$ cat config.mk
export PLATFORM = sky130hd
export DESIGN_NAME = guess_round_ctrl
export DESIGN_NICKNAME = d
export VERILOG_FILES = /design/src/rtl/guess_pkg.sv /design/src/rtl/key_debounce.sv /design/src/rtl/guess_round_ctrl.sv
export SDC_FILE = /design/constraint.sdc
export NUM_CORES = 1
export LEC_CHECK = 0
export CORE_UTILIZATION = 35
export DETAILED_ROUTE_END_ITERATION = 6
export PLACE_DENSITY = 0.6
export SLEW_MARGIN = 20
export SYNTH_ARGS = -nofsm -noshare
export SYNTH_HDL_FRONTEND = slang
export SYNTH_SLANG_ARGS = --single-unit
export TNS_END_PERCENT = 100
$ cat constraint.sdc
create_clock -name CLOCK_50 -period 2.4 [get_ports CLOCK_50]
set_clock_uncertainty 0.15 [all_clocks]
set_input_delay 0.36 -clock CLOCK_50 [delete_from_list [all_inputs] [get_ports CLOCK_50]]
set_output_delay 0.36 -clock CLOCK_50 [all_outputs]
set_load 0.005 [all_outputs]
$ cat src/rtl/guess_pkg.sv
// guess_pkg: shared types and constants for the guessing-game round controller.
//   game_state_t : round state reported on guess_round_ctrl.state
//   HINT_*       : bit positions inside the 3-bit hint vector {lt,gt,eq}
package guess_pkg;

    typedef enum logic [1:0] {
        S_IDLE = 2'd0,
        S_PLAY = 2'd1,
        S_WON  = 2'd2,
        S_LOST = 2'd3
    } game_state_t;

    localparam int HINT_EQ = 0;
    localparam int HINT_GT = 1;
    localparam int HINT_LT = 2;

endpackage

$ cat src/rtl/key_debounce.sv
// key_debounce: conditions one raw active-low push-button.
//   CLOCK_50    : system clock
//   rst_n       : asynchronous active-low reset
//   key_n       : raw button, active-low, asynchronous to CLOCK_50
//   press_pulse : one-cycle pulse, registered, one cycle after the debounced
//                 level falls (release produces nothing)
// A level must stay stable at the synchroniser output for DEBOUNCE_CYCLES
// consecutive cycles before it is accepted.
module key_debounce #(
    parameter int DEBOUNCE_CYCLES = 1000000
) (
    input  logic CLOCK_50,
    input  logic rst_n,
    input  logic key_n,
    output logic press_pulse
);

    localparam int CNT_W = (DEBOUNCE_CYCLES > 1) ? $clog2(DEBOUNCE_CYCLES) : 1;
    localparam logic [CNT_W-1:0] CNT_LAST = CNT_W'(DEBOUNCE_CYCLES - 1);

    logic             sync_1;
    logic             sync_2;
    logic             deb_q;
    logic             deb_d1;
    logic [CNT_W-1:0] cnt;
    logic [1:0]       valid_sr;
    logic             armed;

    // valid_sr marks when sync_2 carries a real sample of key_n rather than
    // its reset value. armed only sets once a released key is seen both at the
    // synchroniser and at the debounced level, so a key held through reset
    // release is swallowed until it is released and pressed again.
    always_ff @(posedge CLOCK_50 or negedge rst_n) begin
        if (!rst_n) begin
            sync_1      <= 1'b1;
            sync_2      <= 1'b1;
            deb_q       <= 1'b1;
            deb_d1      <= 1'b1;
            cnt         <= '0;
            valid_sr    <= 2'b00;
            armed       <= 1'b0;
            press_pulse <= 1'b0;
        end else begin
            sync_1   <= key_n;
            sync_2   <= sync_1;
            valid_sr <= {valid_sr[0], 1'b1};
            deb_d1   <= deb_q;

            if (sync_2 == deb_q) begin
                cnt <= '0;
            end else if (cnt == CNT_LAST) begin
                deb_q <= sync_2;
                cnt   <= '0;
            end else begin
                cnt <= cnt + 1'b1;
            end

            if (valid_sr[1] && sync_2 && deb_q) begin
                armed <= 1'b1;
            end

            press_pulse <= armed & deb_d1 & ~deb_q;
        end
    end

endmodule

$ cat src/rtl/guess_round_ctrl.sv
// guess_round_ctrl: round controller for the guessing game.
//   CLOCK_50, rst_n            : clock, asynchronous active-low reset
//   key_store_n, key_submit_n  : raw active-low push-buttons
//   eq, gt, lt                 : comparator results (guess vs secret)
//   store_pulse                : one-cycle strobe to load the secret register
//   state                      : current game_state_t
//   attempts                   : submits made in the current round
//   hint                       : {lt,gt,eq} captured at the last accepted submit
//   won, lost                  : round outcome flags
// All outputs are registered.
module guess_round_ctrl
    import guess_pkg::*;
#(
    parameter int DEBOUNCE_CYCLES = 1000000,
    parameter int MAX_TRIES       = 7
) (
    input  logic       CLOCK_50,
    input  logic       rst_n,
    input  logic       key_store_n,
    input  logic       key_submit_n,
    input  logic       eq,
    input  logic       gt,
    input  logic       lt,
    output logic       store_pulse,
    output logic [1:0] state,
    output logic [3:0] attempts,
    output logic [2:0] hint,
    output logic       won,
    output logic       lost
);

    localparam logic [3:0] MAX_T = 4'(MAX_TRIES);

    logic        store_press;
    logic        submit_press;
    game_state_t state_q;

    key_debounce #(.DEBOUNCE_CYCLES(DEBOUNCE_CYCLES)) u_store_key (
        .CLOCK_50    (CLOCK_50),
        .rst_n       (rst_n),
        .key_n       (key_store_n),
        .press_pulse (store_press)
    );

    key_debounce #(.DEBOUNCE_CYCLES(DEBOUNCE_CYCLES)) u_submit_key (
        .CLOCK_50    (CLOCK_50),
        .rst_n       (rst_n),
        .key_n       (key_submit_n),
        .press_pulse (submit_press)
    );

    assign state = state_q;

    // Store has priority over submit in every state; a coincident submit is
    // dropped. eq is checked before the attempt limit so a correct last guess
    // wins. Since S_PLAY always leaves before attempts passes MAX_TRIES,
    // attempts cannot wrap.
    always_ff @(posedge CLOCK_50 or negedge rst_n) begin
        if (!rst_n) begin
            state_q     <= S_IDLE;
            attempts    <= 4'd0;
            hint        <= 3'b000;
            store_pulse <= 1'b0;
            won         <= 1'b0;
            lost        <= 1'b0;
        end else begin
            store_pulse <= 1'b0;
            if (store_press) begin
                store_pulse <= 1'b1;
                attempts    <= 4'd0;
                hint        <= 3'b000;
                state_q     <= S_PLAY;
                won         <= 1'b0;
                lost        <= 1'b0;
            end else if (submit_press && state_q == S_PLAY) begin
                attempts      <= attempts + 4'd1;
                hint[HINT_LT] <= lt;
                hint[HINT_GT] <= gt;
                hint[HINT_EQ] <= eq;
                if (eq) begin
                    state_q <= S_WON;
                    won     <= 1'b1;
                end else if (attempts + 4'd1 == MAX_T) begin
                    state_q <= S_LOST;
                    lost    <= 1'b1;
                end
            end
        end
    end

endmodule

==> summary.json, run 1 <==
{
  "num_rows": {"value": 33},
  "floorplan.initialDensity": {"value": 36.3, "unit": "%"},
  "die_area": {"value": 8900, "unit": "µm²"},
  "timing.final.max_slew_violations": {"value": 0},
  "drv_cap": {"value": 0},
  "grt_max_degree": {"value": 67},
  "fin_worst_hold_slack": {"value": 0.203, "unit": "ns"},
  "reg2reg_to": {"value": "u_store_key.cnt[18]"},
  "critical_path_arrival": {"value": 2.14, "unit": "ns"},
  "route.final.wire_length": {"value": 5250, "unit": "µm"},
  "drtAntennaViolNets": {"value": 0},
  "drt_iter0_markers": {"value": 108},
  "leakage": {"value": 1.49, "unit": "nW"},
  "yosys.cell_count.top_type": {"value": "dfrtp_1"},
  "core_area": {"value": 8220, "unit": "µm²"},
  "ir_worst_vdd": {"value": 0.274, "unit": "mV"},
  "num-nets-final": {"value": 322},
  "worst-r2r-setup-slack": {"value": 0.38, "unit": "ns"},
  "chipWidth": {"value": 94.4, "unit": "µm"},
  "cp-startpoint": {"value": "u_store_key.cnt[0]"},
  "numCtsBuffers": {"value": 9},
  "cts_setup_buffers": {"value": 0},
  "cp_slowest_stage_delay": {"value": 0.44, "unit": "ns"},
  "hpwl": {"value": 3490, "unit": "µm"},
  "critical_path.slowest_cell": {"value": "or3_1"},
  "chain_of_cells_forming_the_critical_path": {"value": "ha_1 > nand4_2 > or3_1 > or4_1 > a21oi_1"},
  "synth_top_area_cell": {"value": "dfrtp_1"},
  "post_route_cells_drive_above_1_share": {"value": 13.6, "unit": "%"},
  "number_of_library_cell_types_mapped_by_synthesis": {"value": 41},
  "via_count": {"value": 2123},
  "ys.warnings.count": {"value": 0},
  "postCtsHoldBufs": {"value": 1},
  "postCtsResizedCells": {"value": 0},
  "drc_errors": {"value": 0},
  "worst_r2r_startpoint": {"value": "u_store_key.cnt[0]"},
  "synthCells": {"value": 285},
  "clock_insertion_delay_worst_skew": {"value": 0.33, "unit": "ns"},
  "synth_area_leaders": {"value": "dfrtp_1 49%, dfstp_2 7.0%, nor2_1 4.9%"},
  "grt_pass1_wl": {"value": 9290, "unit": "µm"},
  "routabilityCongestion": {"value": 0.728},
  "gr-total-overflow": {"value": 0},
  "via_density": {"value": 5.04},
  "clk_root_buffer_cell": {"value": "clkbuf_8"},
  "groute.usage.overall": {"value": 13.4, "unit": "%"},
  "hp-class": {"value": "reg -> reg"},
  "rsz0062_at_grt": {"value": "false"},
  "post_drt_wl_per_cell": {"value": 12.5, "unit": "µm"},
  "critical_path_required_time": {"value": 2.52, "unit": "ns"},
  "flow.area_growth_from_synthesis": {"value": 19.2, "unit": "%"},
  "upper_clock_frequency_limit": {"value": 494, "unit": "MHz"},
  "critPathMaxFanout": {"value": 5},
  "worst_setup_path_endpoint": {"value": "u_store_key.cnt[18]"},
  "worst_setup_path_end_kind": {"value": "flip-flop"},
  "yosys_most_used_dff": {"value": "dfrtp_1"},
  "insertedDiodeCount": {"value": 0},
  "antenna_violations_before_repair": {"value": 0},
  "yosys_register_bits": {"value": 66},
  "outcome": {"value": "finished clean"},
  "setup_tns": {"value": 0, "unit": "ns"},
  "floorplan.die.height": {"value": 94.4, "unit": "µm"},
  "worstRegToRegCells": {"value": 5},
  "fin_crit_sh": {"value": 84.3, "unit": "%"},
  "synth_enable_flop_cells": {"value": 0},
  "placement.io_buffers": {"value": 18},
  "h-tree-depth": {"value": 3},
  "finalCriticalPeriod": {"value": 2.02, "unit": "ns"},
  "start_kind": {"value": "flip-flop"},
  "cts_sinks": {"value": 66},
  "netlist_area": {"value": 2990, "unit": "µm²"},
  "hold_viol": {"value": 0},
  "drtPass1Iterations": {"value": 4},
  "grt_pass1_vias": {"value": 2069},
  "report.power.total": {"value": 2.29, "unit": "mW"},
  "setup.worst_path.class": {"value": "reg -> reg"},
  "area_share_of_the_leading_cell_type_in_the_synthesized_netlist": {"value": 48.6, "unit": "%"},
  "syn_nets": {"value": 296},
  "clock_path_buffers": {"value": 2},
  "ys_seq_area_share": {"value": 55.7, "unit": "%"},
  "ioPinCount": {"value": 19},
  "netlist_top_cells_count": {"value": "58 x dfrtp_1, 39 x nor2_1, 23 x nand2_1"},
  "setup_viol_count_final": {"value": 0},
  "async_flop_share": {"value": 100, "unit": "%"},
  "cts.clk_slew.worst_paths": {"value": 0.08, "unit": "ns"},
  "syn_avg_cell_area": {"value": 10.5, "unit": "µm²"},
  "cts_tree": {"value": "done"},
  "power_density": {"value": 644, "unit": "nW/µm²"}
}
==> per-stage QoR <==
| stage | worst slack (ns) | cell area [µm²] | utilization (%) | instances |
|---|---|---|---|---|
| 2_1_floorplan | 0.491 | 2990 | - | 285 |
| 3_3_place_gp | 0.415 | 3310 | 40.3 | 404 |
| 3_5_place_dp | 0.381 | 3310 | 40.3 | 404 |
| 4_1_cts | 0.373 | 3560 | 43.3 | 421 |
| 5_1_grt | 0.256 | 3560 | 43.3 | 421 |
| 6_report | 0.378 | 3560 | 43.3 | 421 |
==> cell families (layout without fill, tap and decap cells) <==
kind of cell / after synthesis / count (layout) / share of synthesized area, %
buffers and inverters: 16 / 47 / 2.31
multiplexers: 2 / 2 / 0.754
flip-flops: 66 / 66 / 55.7
AND/OR/NAND/NOR: 129 / 129 / 23.4
XOR/XNOR: 28 / 28 / 8.21
other: 1 / 1 / 0.126
adder cells (fa/ha/maj): 4 / 4 / 1.68
AO/OA/AOI/OAI: 39 / 39 / 7.88
==> cell usage in the layout, fill, tap and decap left out, types with 3 or more instances in the layout <==
| cell | count |
|---|---|
| buf_4 | 4 |
| nand3_1 | 13 |
| clkbuf_8 | 12 |
| nand4_1 | 9 |
| xnor2_1 | 12 |
| or3_1 | 7 |
| inv_1 | 7 |
| nor4_1 | 8 |
| o31ai_1 | 6 |
| dfrtp_1 | 58 |
| o21ai_0 | 7 |
| nor2_1 | 39 |
| dfstp_2 | 8 |
| a21oi_1 | 18 |
| nor3_1 | 3 |
| xor2_1 | 16 |
| nand2_1 | 23 |
| or4_1 | 6 |
| ha_1 | 4 |
| clkdlybuf4s50_1 | 17 |
==> worst min path at each step <==
stage | start | to | cells past startpoint
final | u_submit_key.sync_1 | u_submit_key.sync_2 | 0
after global routing | u_submit_key.sync_1 | u_submit_key.sync_2 | 0
after CTS | u_submit_key.sync_1 | u_submit_key.sync_2 | 0
after detailed placement | u_submit_key.sync_1 | u_submit_key.sync_2 | 0
after global placement | u_submit_key.valid_sr[0] | u_store_key.valid_sr[1] | 0
after floorplan | rst_n | attempts[0] | 0
==> cell type report <==
| cell class | instances | area [µm²] |
|---|---|---|
| Tap cell | 105 | 131 |
| Inverter | 7 | 26.3 |
| Timing Repair Buffer | 24 | 235 |
| Sequential cell | 66 | 1660 |
| Clock buffer | 12 | 165 |
| Fill cell | 786 | 4660 |
| Multi-Input combinational cell | 203 | 1270 |
| Clock inverter | 4 | 72.6 |
==> registers in the layout (all words and copies together) (netlist names), 2 cells and up <==
| signal | flops |
|---|---|
| hint | 3 |
| u_submit_key.cnt | 20 |
| attempts | 4 |
| state | 2 |
| u_store_key.cnt | 20 |
==> worst max-delay path: cells and delay by family, from the launching register on <==
family	cells	cell delay, ns
DFF	1	0.40
AOI/OAI and AO/OA	1	0.15
adders and majority gates	1	0.26
and+or+nand+nor	3	1.01
==> where the power goes <==
group	switching [mW]	internal, mW	leakage, nW	total (mW)
sequential	0.0114	1.13	0.858	1.14
clock	0.410	0.669	0.119	1.08
combinational	0.0455	0.0269	0.514	0.0725
==> metal layers <==
layer | share of wire (%) | GRT usage [%] | routed length (µm) | up-vias
met5 | 0 | 0 | 0 | -
met4 | 1.7 | 6.92 | 89 | 0
met3 | 2.8 | 3.14 | 147 | 8
met2 | 45 | 20.6 | 2380 | 31
met1 | 50 | 17.7 | 2640 | 1025
li1 | - | - | - | 1059
(Power assumes the default switching activity.)
==> run 2: changes to the inputs <==
==> constraint.sdc (replaced) <==
create_clock -name CLOCK_50 -period 2 [get_ports CLOCK_50]
set_clock_uncertainty 0.15 [all_clocks]
set_input_delay 0.3 -clock CLOCK_50 [delete_from_list [all_inputs] [get_ports CLOCK_50]]
set_output_delay 0.3 -clock CLOCK_50 [all_outputs]
set_load 0.005 [all_outputs]
==> run 2 against run 1 <==
Combinational power is 46% higher. First-iteration DRC count unchanged. Global-route usage increased by 0.78 points. Via count up 3.6%. Critical path type unchanged.
==> summary.json, run 2 (synthesized netlist as in run 1, its figures left out) <==
{
  "layout.cells.most_common_list": {"value": "58 x dfrtp_1, 39 x nor2_1, 23 x nand2_1, 18 x a21oi_1, 18 x buf_4"},
  "groute.usage.overall": {"value": 14.2, "unit": "%", "change": "+0.78 points"},
  "comb_power_share": {"value": 4.1, "unit": "%", "change": "+0.9 points"},
  "numCtsBuffers": {"value": 9, "change": "unchanged"},
  "fillers": {"value": 798, "change": "+1.5%"},
  "antenna_violations_before_repair": {"value": 0, "change": "unchanged"},
  "power_density": {"value": 707, "unit": "nW/µm²", "change": "+9.9%"},
  "hold_viol": {"value": 0, "change": "unchanged"},
  "clk_root_buffer_cell": {"value": "clkbuf_8"},
  "rsz0062_at_grt": {"value": "false"},
  "finalCriticalPeriod": {"value": 1.88, "unit": "ns", "change": "-0.139 ns"},
  "cts.clk_slew.worst_paths": {"value": 0.07, "unit": "ns", "change": "about the same"},
  "fin_crit_sh": {"value": 94.2, "unit": "%", "change": "+9.9 points"},
  "netSwitchingPower": {"value": 544, "unit": "µW", "change": "+17%"},
  "routabilityCongestion": {"value": 0.781, "change": "+7.3%"},
  "grt_max_degree": {"value": 27, "change": "-60%"},
  "placed_cells": {"value": 414, "change": "+2.5%"},
  "num-nets-final": {"value": 336, "change": "+4.3%"},
  "worst-r2r-setup-slack": {"value": 0.12, "unit": "ns", "change": "-0.26 ns"},
  "via_density": {"value": 5.06, "change": "+0.29%"},
  "critical_path_arrival": {"value": 1.95, "unit": "ns", "change": "-0.19 ns"},
  "floorplan.initialDensity": {"value": 36.3, "unit": "%", "change": "unchanged"},
  "grt_pass1_vias": {"value": 2168, "change": "+4.8%"},
  "die_area": {"value": 8900, "unit": "µm²", "change": "unchanged"},
  "clock_insertion_delay_worst_skew": {"value": 0.34, "unit": "ns", "change": "about the same"},
  "drt_iter0_markers": {"value": 108, "change": "unchanged"},
  "outcome": {"value": "finished clean"},
  "worst_setup_path_end_kind": {"value": "flip-flop"},
  "gr-total-overflow": {"value": 0, "change": "unchanged"},
  "setup_tns": {"value": 0, "unit": "ns", "change": "unchanged"},
  "critical_path_required_time": {"value": 2.07, "unit": "ns", "change": "-0.45 ns"},
  "core_area": {"value": 8220, "unit": "µm²", "change": "unchanged"},
  "post_route_cells_drive_above_1_share": {"value": 17.3, "unit": "%", "change": "+3.7 points"},
  "grt_pass1_wl": {"value": 9770, "unit": "µm", "change": "+5.1%"},
  "start_kind": {"value": "flip-flop"},
  "sequential_fraction_of_design_power": {"value": 52.9, "unit": "%", "change": "+3.2 points"},
  "clock_path_buffers": {"value": 2, "change": "unchanged"},
  "drv_cap": {"value": 0, "change": "unchanged"},
  "insertedDiodeCount": {"value": 0, "change": "unchanged"},
  "final_common_cell": {"value": "dfrtp_1"},
  "worst_setup_path_endpoint": {"value": "u_store_key.cnt[7]"},
  "drc_errors": {"value": 0, "change": "unchanged"},
  "worst_r2r_startpoint": {"value": "u_store_key.cnt[13]"},
  "power_report.internal_total": {"value": 2.04, "unit": "mW", "change": "+12%"},
  "drtAntennaViolNets": {"value": 0, "change": "unchanged"},
  "leakage": {"value": 1.56, "unit": "nW", "change": "+4.5%"},
  "power.switching_fraction": {"value": 21.0, "unit": "%", "change": "+0.65 points"},
  "clock_power_share": {"value": 43.0, "unit": "%", "change": "-4.1 points"},
  "h-tree-depth": {"value": 3, "change": "unchanged"},
  "drtPass1Iterations": {"value": 4, "change": "unchanged"},
  "cp-startpoint": {"value": "u_store_key.cnt[13]"},
  "chipWidth": {"value": 94.4, "unit": "µm", "change": "unchanged"},
  "critPathMaxFanout": {"value": 7, "change": "+2"},
  "cts_tree": {"value": "done"},
  "setup_viol_count_final": {"value": 0, "change": "unchanged"},
  "setup.worst_path.class": {"value": "reg -> reg"},
  "ir_worst_vdd": {"value": 0.374, "unit": "mV", "change": "+37%"},
  "num_rows": {"value": 33, "change": "unchanged"},
  "route.final.wire_length": {"value": 5610, "unit": "µm", "change": "+6.7%"},
  "cts_sinks": {"value": 66, "change": "unchanged"},
  "hp-class": {"value": "reg -> reg"},
  "timing.final.max_slew_violations": {"value": 0, "change": "unchanged"},
  "floorplan.die.height": {"value": 94.4, "unit": "µm", "change": "unchanged"},
  "worstRegToRegCells": {"value": 5, "change": "unchanged"},
  "reg2reg_to": {"value": "u_store_key.cnt[7]"},
  "largestRegisters": {"value": "u_store_key.cnt (20), u_submit_key.cnt (20), attempts (4)"},
  "upper_clock_frequency_limit": {"value": 531, "unit": "MHz", "change": "+7.4%"},
  "hpwl": {"value": 3870, "unit": "µm", "change": "+11%"},
  "placement.io_buffers": {"value": 18, "change": "unchanged"},
  "ioPinCount": {"value": 19, "change": "unchanged"},
  "dpl-instance-area": {"value": 3390, "unit": "µm²", "change": "+2.3%"},
  "min_delay_path_depth": {"value": 0, "change": "unchanged"},
  "layout.cell_area.non_filler": {"value": 3660, "unit": "µm²", "change": "+2.8%"},
  "flow.area_growth_from_synthesis": {"value": 22.6, "unit": "%"},
  "fin_util": {"value": 44.5, "unit": "%", "change": "+1.2 points"},
  "via_count": {"value": 2200, "change": "+3.6%"},
  "final_cells": {"value": 435, "change": "+3.3%"},
  "post_drt_wl_per_cell": {"value": 12.9, "unit": "µm", "change": "+3.3%"}
}
run 2: worst max-delay path, stage by stage (launching register included):
cell	delay [ns]
dfrtp_1	0.45
nor4_2	0.32
nand2_1	0.15
o41ai_4	0.41
buf_4	0.23
nor2_1	0.05
run 2: repair_timing:
action | 4_1_cts | 5_1_grt
buffers inserted | 0 | 3
hold endpoints to repair | 16 | 0
resized for setup | 0 | 7
hold buffers | 1 | 0
endpoints found under the setup margin | 0 | 22
run 2: final cells by class:
type	instances	area, µm²	area share (%)
clock buffers	14	163	4.44
flip-flops and latches	66	1660	45.4
well taps	105	131	3.59
clock inverters	2	35.0	0.957
repair buffers	38	340	9.30
inverters	7	26.3	0.718
multi-input cells	203	1300	35.6
run 2: routing by layer:
metal  vias up  track usage (%)  share of wire [%]
met5         -                0                  0
met4         0             7.69                2.2
met3         8             3.62                3.7
met2        39             22.3                 46
met1      1066             18.0                 48
li1       1087                -                  -
run 2: worst min-delay path by stage:
| stage | start | end |
|---|---|---|
| 5_1_grt | key_submit_n | u_submit_key.sync_1 |
| 3_3_place_gp | rst_n | u_store_key.cnt[12] |
| 6_report | u_submit_key.valid_sr[0] | u_store_key.valid_sr[1] |
| 4_1_cts | key_submit_n | u_submit_key.sync_1 |
| 3_5_place_dp | rst_n | u_store_key.cnt[13] |
| 2_1_floorplan | rst_n | attempts[0] |
run 2: through the flow:
step           power, mW  setup slack, ns  hold WS [ns]
2_1_floorplan       1.42           0.0908        -0.146
3_3_place_gp        1.49            0.114         0.108
3_5_place_dp        1.49           0.0662         0.117
4_1_cts             2.62           0.0396         0.195
5_1_grt             2.72          0.00256         0.188
6_report            2.59            0.116         0.205
run 2: power by group through the flow:
stage	clock, mW	sequential, mW	combinational [mW]
3_5_place_dp	0	1.39	0.0995
4_1_cts	1.15	1.37	0.101
5_1_grt	1.23	1.37	0.121
2_1_floorplan	0	1.39	0.0330
6_report	1.11	1.37	0.106
3_3_place_gp	0	1.39	0.0975
